[src/rtl/oled_pkg.sv]
`default_nettype none
// ============================================================================
//  Module      : oled_pkg
//  Description : Shared definitions for the OLED command decoder: opcode
//                constants, addressing-mode encodings, decoder FSM states and
//                a helper that classifies opcodes whose argument is ignored.
//  Revision    : 1.0 - initial release
// ============================================================================
package oled_pkg;

  // Addressing modes (2-bit field of opcode 0x20; 2'b11 is not a mode)
  localparam logic [1:0] ADDR_HORIZ = 2'b00;
  localparam logic [1:0] ADDR_VERT  = 2'b01;
  localparam logic [1:0] ADDR_PAGE  = 2'b10;

  // Multi-byte opcodes
  localparam logic [7:0] OP_SET_MODE      = 8'h20;
  localparam logic [7:0] OP_SET_COL_ADDR  = 8'h21;
  localparam logic [7:0] OP_SET_PAGE_ADDR = 8'h22;
  localparam logic [7:0] OP_SET_CONTRAST  = 8'h81;

  // Single-byte opcodes (ranges handled by field match in the decoder)
  localparam logic [7:0] OP_PAGE_BASE     = 8'hB0;
  localparam logic [7:0] OP_SEG_NORMAL    = 8'hA0;
  localparam logic [7:0] OP_SEG_REMAP     = 8'hA1;
  localparam logic [7:0] OP_DISP_NORMAL   = 8'hA6;
  localparam logic [7:0] OP_DISP_INVERT   = 8'hA7;
  localparam logic [7:0] OP_DISPLAY_OFF   = 8'hAE;
  localparam logic [7:0] OP_DISPLAY_ON    = 8'hAF;
  localparam logic [7:0] OP_COM_NORMAL    = 8'hC0;
  localparam logic [7:0] OP_COM_REMAP     = 8'hC8;
  localparam logic [7:0] OP_NOP           = 8'hE3;

  // Opcodes whose single argument byte is accepted and discarded
  localparam logic [7:0] OP_MUX_RATIO     = 8'hA8;
  localparam logic [7:0] OP_DISP_OFFSET   = 8'hD3;
  localparam logic [7:0] OP_CLK_DIV       = 8'hD5;
  localparam logic [7:0] OP_PRECHARGE     = 8'hD9;
  localparam logic [7:0] OP_COM_PINS      = 8'hDA;
  localparam logic [7:0] OP_VCOMH         = 8'hDB;
  localparam logic [7:0] OP_CHARGE_PUMP   = 8'h8D;

  typedef enum logic [1:0] {
    ST_IDLE = 2'd0,
    ST_ARG1 = 2'd1,
    ST_ARG2 = 2'd2,
    ST_SKIP = 2'd3
  } dec_state_t;

  function automatic logic is_skip_op(input logic [7:0] op);
    return (op == OP_MUX_RATIO) || (op == OP_DISP_OFFSET) ||
           (op == OP_CLK_DIV)   || (op == OP_PRECHARGE)   ||
           (op == OP_COM_PINS)  || (op == OP_VCOMH)       ||
           (op == OP_CHARGE_PUMP);
  endfunction

endpackage
`default_nettype wire

[src/rtl/oled_spi_rx.sv]
`default_nettype none
// ============================================================================
//  Module      : oled_spi_rx
//  Description : SPI mode-0 byte receiver, MSB first. mosi is shifted in on
//                every detected scl rising edge while ss is low; dc is taken
//                together with the eighth bit. ss high clears the bit counter
//                and drops any partial byte.
//  Config      : OLED_CMD_DECODER_PIN_SYNC_EN adds 2-flop synchronisers on
//                all four pins; otherwise pins are used directly.
//  Ports       : clk, rst (async active-low)
//                ss, scl, mosi, dc  - SPI pins
//                rx_data, rx_dc     - received byte and its dc flag
//                rx_valid           - one-cycle pulse when a byte completes
//  Revision    : 1.0 - initial release
// ============================================================================
module oled_spi_rx (
  input  logic       clk,
  input  logic       rst,
  input  logic       ss,
  input  logic       scl,
  input  logic       mosi,
  input  logic       dc,
  output logic [7:0] rx_data,
  output logic       rx_dc,
  output logic       rx_valid
);

  logic ss_s, scl_s, mosi_s, dc_s;

`ifdef OLED_CMD_DECODER_PIN_SYNC_EN
  logic [1:0] ss_meta, scl_meta, mosi_meta, dc_meta;

  // ss resets to the deselected level so no false transfer start is seen
  always_ff @(posedge clk or negedge rst) begin
    if (!rst) begin
      ss_meta   <= 2'b11;
      scl_meta  <= 2'b00;
      mosi_meta <= 2'b00;
      dc_meta   <= 2'b00;
    end else begin
      ss_meta   <= {ss_meta[0], ss};
      scl_meta  <= {scl_meta[0], scl};
      mosi_meta <= {mosi_meta[0], mosi};
      dc_meta   <= {dc_meta[0], dc};
    end
  end

  assign ss_s   = ss_meta[1];
  assign scl_s  = scl_meta[1];
  assign mosi_s = mosi_meta[1];
  assign dc_s   = dc_meta[1];
`else
  assign ss_s   = ss;
  assign scl_s  = scl;
  assign mosi_s = mosi;
  assign dc_s   = dc;
`endif

  logic       scl_q;
  logic [2:0] bit_cnt;
  logic [6:0] shift;
  logic       scl_rise;

  assign scl_rise = scl_s & ~scl_q;

  always_ff @(posedge clk or negedge rst) begin
    if (!rst) begin
      scl_q    <= 1'b0;
      bit_cnt  <= 3'd0;
      shift    <= 7'd0;
      rx_data  <= 8'd0;
      rx_dc    <= 1'b0;
      rx_valid <= 1'b0;
    end else begin
      scl_q    <= scl_s;
      rx_valid <= 1'b0;
      if (ss_s) begin
        bit_cnt <= 3'd0;
      end else if (scl_rise) begin
        if (bit_cnt == 3'd7) begin
          rx_data  <= {shift, mosi_s};
          rx_dc    <= dc_s;
          rx_valid <= 1'b1;
          bit_cnt  <= 3'd0;
        end else begin
          shift   <= {shift[5:0], mosi_s};
          bit_cnt <= bit_cnt + 3'd1;
        end
      end
    end
  end

endmodule
`default_nettype wire

[src/rtl/oled_cmd_decoder.sv]
`default_nettype none
// ============================================================================
//  Module      : oled_cmd_decoder
//  Description : SSD1306-style command decoder. Bytes arriving with dc=1 are
//                written to the framebuffer at page*X_SIZE+col and advance the
//                column/page pointer according to the addressing mode. Bytes
//                with dc=0 are decoded as 1-, 2- or 3-byte commands.
//  Config      : OLED_CMD_DECODER_PIN_SYNC_EN - synchronise the SPI pins
//                (write latency 3 clk instead of 1 clk).
//  Ports       : clk, rst (async active-low)
//                ss, scl, mosi, dc          - SPI pins
//                fb_addr, fb_data, fb_wr    - framebuffer write port
//                display_on, invert, seg_remap, com_remap, contrast,
//                start_line                 - display state
//                cmd_err                    - one-cycle unknown-opcode pulse
//  Revision    : 1.0 - initial release
// ============================================================================
module oled_cmd_decoder
  import oled_pkg::*;
#(
  parameter int X_SIZE = 128,
  parameter int Y_SIZE = 64
) (
  input  logic                                 clk,
  input  logic                                 rst,
  input  logic                                 ss,
  input  logic                                 scl,
  input  logic                                 mosi,
  input  logic                                 dc,
  output logic [$clog2(X_SIZE*(Y_SIZE/8))-1:0] fb_addr,
  output logic [7:0]                           fb_data,
  output logic                                 fb_wr,
  output logic                                 display_on,
  output logic                                 invert,
  output logic                                 seg_remap,
  output logic                                 com_remap,
  output logic [7:0]                           contrast,
  output logic [5:0]                           start_line,
  output logic                                 cmd_err
);

  localparam int PAGES = Y_SIZE / 8;
  localparam int AW    = $clog2(X_SIZE * PAGES);
  localparam int CW    = $clog2(X_SIZE);
  localparam int PW    = (PAGES > 1) ? $clog2(PAGES) : 1;
  localparam logic [7:0] COL_MAX  = 8'(X_SIZE - 1);
  localparam logic [7:0] PAGE_MAX = 8'(PAGES - 1);

  // Argument clamping to the physical display size
  function automatic logic [CW-1:0] col_arg(input logic [7:0] v);
    return (v > COL_MAX) ? COL_MAX[CW-1:0] : v[CW-1:0];
  endfunction

  function automatic logic [PW-1:0] page_arg(input logic [7:0] v);
    return (v > PAGE_MAX) ? PAGE_MAX[PW-1:0] : v[PW-1:0];
  endfunction

  // Pointer step: reload the window start on hitting the end, otherwise count
  // up modulo the display size. A pointer outside its window therefore keeps
  // counting (wrapping) until it reaches the end value.
  function automatic logic [CW-1:0] col_step(input logic [CW-1:0] cur,
                                             input logic [CW-1:0] lo,
                                             input logic [CW-1:0] hi);
    if (cur == hi) return lo;
    if (cur == COL_MAX[CW-1:0]) return '0;
    return cur + CW'(1);
  endfunction

  function automatic logic [PW-1:0] page_step(input logic [PW-1:0] cur,
                                              input logic [PW-1:0] lo,
                                              input logic [PW-1:0] hi);
    if (cur == hi) return lo;
    if (cur == PAGE_MAX[PW-1:0]) return '0;
    return cur + PW'(1);
  endfunction

  // --------------------------------------------------------------------------
  // SPI byte receiver
  // --------------------------------------------------------------------------
  logic [7:0] rx_data;
  logic       rx_dc;
  logic       rx_valid;

  oled_spi_rx u_spi_rx (
    .clk      (clk),
    .rst      (rst),
    .ss       (ss),
    .scl      (scl),
    .mosi     (mosi),
    .dc       (dc),
    .rx_data  (rx_data),
    .rx_dc    (rx_dc),
    .rx_valid (rx_valid)
  );

  // --------------------------------------------------------------------------
  // State and next-state signals
  // --------------------------------------------------------------------------
  dec_state_t    state, state_nx;
  logic [7:0]    op, op_nx;         // opcode awaiting its arguments
  logic [7:0]    arg, arg_nx;       // first argument of a 3-byte command
  logic [1:0]    mode, mode_nx;
  logic [CW-1:0] col, col_nx, col_start, col_start_nx, col_end, col_end_nx;
  logic [PW-1:0] page, page_nx, page_start, page_start_nx, page_end, page_end_nx;
  logic          display_on_nx, invert_nx, seg_remap_nx, com_remap_nx;
  logic [7:0]    contrast_nx;
  logic [5:0]    start_line_nx;
  logic          fb_wr_nx, cmd_err_nx;
  logic [7:0]    fb_data_nx;
  logic [AW-1:0] fb_addr_nx;
  logic [7:0]    col_cur8, col_new8;
  logic [CW-1:0] col_adv;
  logic [PW-1:0] page_adv;

  always_ff @(posedge clk or negedge rst) begin
    if (!rst) state <= ST_IDLE;
    else      state <= state_nx;
  end

  always_comb begin
    state_nx      = state;
    op_nx         = op;
    arg_nx        = arg;
    mode_nx       = mode;
    col_nx        = col;
    page_nx       = page;
    col_start_nx  = col_start;
    col_end_nx    = col_end;
    page_start_nx = page_start;
    page_end_nx   = page_end;
    display_on_nx = display_on;
    invert_nx     = invert;
    seg_remap_nx  = seg_remap;
    com_remap_nx  = com_remap;
    contrast_nx   = contrast;
    start_line_nx = start_line;
    fb_wr_nx      = 1'b0;
    fb_data_nx    = fb_data;
    fb_addr_nx    = fb_addr;
    cmd_err_nx    = 1'b0;
    col_cur8      = 8'(col);
    col_new8      = col_cur8;
    col_adv       = col_step(col, col_start, col_end);
    page_adv      = page_step(page, page_start, page_end);

    if (rx_valid && rx_dc) begin
      // Pixel data: written in any FSM state, which is left untouched
      fb_wr_nx   = 1'b1;
      fb_data_nx = rx_data;
      fb_addr_nx = AW'(page) * AW'(X_SIZE) + AW'(col);
      case (mode)
        ADDR_HORIZ: begin
          col_nx = col_adv;
          if (col == col_end) page_nx = page_adv;
        end
        ADDR_VERT: begin
          page_nx = page_adv;
          if (page == page_end) col_nx = col_adv;
        end
        default: col_nx = col_adv;
      endcase
    end else if (rx_valid) begin
      case (state)
        ST_IDLE: begin
          if (rx_data[7:4] == 4'h0) begin
            col_new8 = {col_cur8[7:4], rx_data[3:0]};
            col_nx   = col_arg(col_new8);
          end else if (rx_data[7:4] == 4'h1) begin
            col_new8 = {rx_data[3:0], col_cur8[3:0]};
            col_nx   = col_arg(col_new8);
          end else if (rx_data[7:6] == 2'b01) begin
            start_line_nx = rx_data[5:0];
          end else if (rx_data[7:3] == OP_PAGE_BASE[7:3]) begin
            page_nx = page_arg({5'd0, rx_data[2:0]});
          end else begin
            case (rx_data)
              OP_DISPLAY_OFF: display_on_nx = 1'b0;
              OP_DISPLAY_ON:  display_on_nx = 1'b1;
              OP_DISP_NORMAL: invert_nx     = 1'b0;
              OP_DISP_INVERT: invert_nx     = 1'b1;
              OP_SEG_NORMAL:  seg_remap_nx  = 1'b0;
              OP_SEG_REMAP:   seg_remap_nx  = 1'b1;
              OP_COM_NORMAL:  com_remap_nx  = 1'b0;
              OP_COM_REMAP:   com_remap_nx  = 1'b1;
              OP_NOP:         ;
              OP_SET_CONTRAST, OP_SET_MODE, OP_SET_COL_ADDR, OP_SET_PAGE_ADDR: begin
                op_nx    = rx_data;
                state_nx = ST_ARG1;
              end
              default: begin
                if (is_skip_op(rx_data)) state_nx = ST_SKIP;
                else                     cmd_err_nx = 1'b1;
              end
            endcase
          end
        end
        ST_ARG1: begin
          state_nx = ST_IDLE;
          case (op)
            OP_SET_CONTRAST: contrast_nx = rx_data;
            OP_SET_MODE: begin
              if (rx_data[1:0] != 2'b11) mode_nx = rx_data[1:0];
            end
            OP_SET_COL_ADDR, OP_SET_PAGE_ADDR: begin
              arg_nx   = rx_data;
              state_nx = ST_ARG2;
            end
            default: ;
          endcase
        end
        ST_ARG2: begin
          state_nx = ST_IDLE;
          if (op == OP_SET_COL_ADDR) begin
            col_start_nx = col_arg(arg);
            col_end_nx   = col_arg(rx_data);
            col_nx       = col_arg(arg);
          end else begin
            page_start_nx = page_arg(arg);
            page_end_nx   = page_arg(rx_data);
            page_nx       = page_arg(arg);
          end
        end
        default: state_nx = ST_IDLE;  // ST_SKIP: argument discarded
      endcase
    end
  end

  always_ff @(posedge clk or negedge rst) begin
    if (!rst) begin
      op         <= 8'd0;
      arg        <= 8'd0;
      mode       <= ADDR_PAGE;
      col        <= '0;
      page       <= '0;
      col_start  <= '0;
      col_end    <= COL_MAX[CW-1:0];
      page_start <= '0;
      page_end   <= PAGE_MAX[PW-1:0];
      display_on <= 1'b0;
      invert     <= 1'b0;
      seg_remap  <= 1'b0;
      com_remap  <= 1'b0;
      contrast   <= 8'h7F;
      start_line <= 6'd0;
      fb_wr      <= 1'b0;
      fb_data    <= 8'd0;
      fb_addr    <= '0;
      cmd_err    <= 1'b0;
    end else begin
      op         <= op_nx;
      arg        <= arg_nx;
      mode       <= mode_nx;
      col        <= col_nx;
      page       <= page_nx;
      col_start  <= col_start_nx;
      col_end    <= col_end_nx;
      page_start <= page_start_nx;
      page_end   <= page_end_nx;
      display_on <= display_on_nx;
      invert     <= invert_nx;
      seg_remap  <= seg_remap_nx;
      com_remap  <= com_remap_nx;
      contrast   <= contrast_nx;
      start_line <= start_line_nx;
      fb_wr      <= fb_wr_nx;
      fb_data    <= fb_data_nx;
      fb_addr    <= fb_addr_nx;
      cmd_err    <= cmd_err_nx;
    end
  end

endmodule
`default_nettype wire

[config.mk]
export PLATFORM = sky130hd
export DESIGN_NAME = oled_cmd_decoder
export DESIGN_NICKNAME = d
export VERILOG_FILES = /design/src/rtl/oled_pkg.sv /design/src/rtl/oled_spi_rx.sv /design/src/rtl/oled_cmd_decoder.sv
export SDC_FILE = /design/constraint.sdc
export NUM_CORES = 1
export LEC_CHECK = 0
export CORE_MARGIN = 2
export CORE_UTILIZATION = 30
export CTS_BUF_LIST = sky130_fd_sc_hd__clkbuf_16
export DETAILED_ROUTE_END_ITERATION = 10
export GPL_ROUTABILITY_DRIVEN = 1
export MAX_ROUTING_LAYER = met4
export PLACE_DENSITY = 0.55
export SLEW_MARGIN = 15
export SYNTH_ARGS = -nofsm -noshare
export SYNTH_HDL_FRONTEND = slang
export SYNTH_HIERARCHICAL = 1
export SYNTH_SLANG_ARGS = --single-unit
[constraint.sdc]
create_clock -name clk -period 2.9 [get_ports clk]
set_input_delay 0.29 -clock clk [delete_from_list [all_inputs] [get_ports clk]]
set_output_delay 0.29 -clock clk [all_outputs]
set_load 0.01 [all_outputs]
==> out/results.ini <==
[clocking]
h-tree-depth=3
cts_setup_buffers=0
clk_pin_slew_ps=70
clock_latency_ps=360
clockRootBuffer=clkbuf_16
cts_tree=yes
clock-sinks=109
cts_hold_buf=0
clk_path_buf_depth=2
cts_resized=0
cts_buffers=9

[routing]
avgViaCountPerCell=4.89
drc_errors=0
vias=3724
drtPass1Iterations=5
drtIter0Drc=228
finalWirelength_microns=12300
ant_nets=0
wl_per_cell_microns=16.1

[timing]
hold_violations=14
fin_crit_sh_pct=83.1
fin_crit_ps=2410
setup_viol=0
slew_viol_final=0
slew_headroom_pct=40.1
fin_skew_ps=5.79
rsz0062_at_grt=no
holdWs_ps=-7.71
fmax_mhz=415
setup_tns_ps=0
worst_pin_slew_ps=898

[yosys]
async_flop_share_pct=100
synthCells=493
yosysSeqAreaShare_pct=53.0
synth_seq_cells=109
ys_warn_count=6
synth_ff_type=dfrtp_1
synth_top_area_share_pct=43.9
synth_area_leaders=dfrtp_1 (44%), mux2_2 (11%), dfstp_2 (9.1%)
synthDistinctLibCells=53
syn-num-nets=504
synth_top_area_cell=dfrtp_1
synth_edf_count=0
synth_area_sq_um=5190
synth.avg_cell_area_sq_um=10.5

[cells_and_area]
diodes=0
final_layout_size_suffix_gt1_share_pct=20.3
layout_common_cells=dfrtp_1 (91), nand2_1 (85), mux2_2 (53)
final_common_cell=dfrtp_1
syn_to_final_growth_pct=19.0
final_cells=761
num-nets-final=542

[global_route]
grt_max_degree=58
antenna_found_initial=0
grt_pass1_vias=3774
grt_usage_pct=14.7
grt_overflow=0
grt_pass1_wl_microns=20300

[min_path]
hp-class=in -> async

[worst_setup_path]
crit_path_max_fanout=21
critical_path_required_ps=3140
cp-start-kind=register
reg2reg_slack_ps=490
r2r_end=state[1]
critPathKind=reg -> reg
cp-end-kind=register
reg2reg_from=u_spi_rx/rx_data[0]
r2r_cells=6
worst_ep_arrival_time_ps=2650

[place]
portBuffers=43
gp_congestion=0.814
dp_hpwl_microns=8510
place_inst=745

[floorplan]
chipHeight_microns=136
start_util_pct=30.3
io_pins=44
fp-row-count=48
die-area_sq_um=18400
die_w_microns=136
core_area_sq_um=17100

[power_and_ir_drop]
ir_drop_uv=281
power_leakage_nw=2.79
p_per_area_nw_per_um2=467

[run_status]
violations=negative hold slack
status=finished, violations left

[flow_run]
maxCapViolations=0

==> sequential cells by signal (all words and copies together) (netlist names), 2 cells and up <==
register / count
col_end: 7
u_spi_rx/shift: 7
arg: 8
op: 8
start_line: 6
u_spi_rx/bit_cnt: 3
state: 2
col_start: 7
page: 3
page_end: 3
mode: 2
u_spi_rx/rx_data: 8
fb_data: 8
col: 7
contrast: 8
page_start: 3
fb_addr: 10
==> synth_stat cells (all sizes together), types with 7 or more instances <==
| library cell | number |
|---|---|
| nor3 | 10 |
| clkbuf | 26 |
| dfrtp | 91 |
| nand3 | 8 |
| dfstp | 18 |
| mux2 | 53 |
| xor2 | 10 |
| nor2 | 44 |
| a21oi | 11 |
| mux2i | 10 |
| o21ai | 27 |
| nor2b | 7 |
| nand2 | 85 |
==> stage by stage <==
stage	power (mW)	util (%)	worst slack, ps	instance area [sq um]	hold slack [ps]
floorplan	1.66	-	896	5190	-5.59
global placement	1.71	34.4	570	5890	394
detailed placement	1.72	34.4	535	5890	405
CTS	2.93	36.1	528	6180	21.3
global route	3.01	36.1	332	6180	44.7
finish	2.88	36.1	490	6180	-7.71
==> area by class of cell <==
class | instances | area [sq um]
clock inverter | 7 | 57.6
fill | 1755 | 10900
inverter | 3 | 11.3
multi-input combinational | 349 | 2290
timing repair buffer | 59 | 561
sequential | 109 | 2750
clock buffer | 9 | 225
tap | 225 | 282
==> worst max-delay path by stage <==
stage | from | end | slack [ps] | depth (start not counted)
2_1_floorplan | op[1] | col[3] | 900 | 7
3_3_place_gp | u_spi_rx/rx_data[0] | state[0] | 570 | 6
3_5_place_dp | u_spi_rx/rx_data[0] | state[1] | 540 | 6
4_1_cts | u_spi_rx/rx_data[0] | state[1] | 530 | 6
5_1_grt | u_spi_rx/rx_data[0] | state[1] | 330 | 6
6_report | u_spi_rx/rx_data[0] | state[1] | 490 | 6
==> cells by family (layout without fill, tap and decap cells) <==
kind of cell | after synthesis | count (layout) | share of synthesized area (%)
simple gates | 195 | 195 | 18.3
flops | 109 | 109 | 53.0
compound gates | 72 | 72 | 8.80
mux | 63 | 63 | 13.4
buf+inv | 35 | 78 | 2.89
xor+xnor | 14 | 14 | 2.36
fa+ha+maj | 5 | 5 | 1.21
==> where the power goes <==
group / internal, mW / switching, mW / leakage, nW
combinational: 0.0442 / 0.0474 / 1.21
clock: 0.656 / 0.543 / 0.139
sequential: 1.56 / 0.0286 / 1.44
total: 2.27 / 0.619 / 2.79
==> critical path, cell delays in order (launching register included) <==
cell	delay (ps)
dfrtp_1	870
nand2_1	200
a31oi_1	220
nor4_1	70
nand2b_1	200
o31ai_1	360
mux2_2	380
==> metal layers <==
layer	track usage, %	routed length (microns)	part of all wire, %
met1	19.4	5820	48
met2	22.9	5730	47
met3	3.70	586	4.8
met4	3.13	115	0.94
met5	-	0	0
Note: power is estimated with default switching activity, not from simulation.
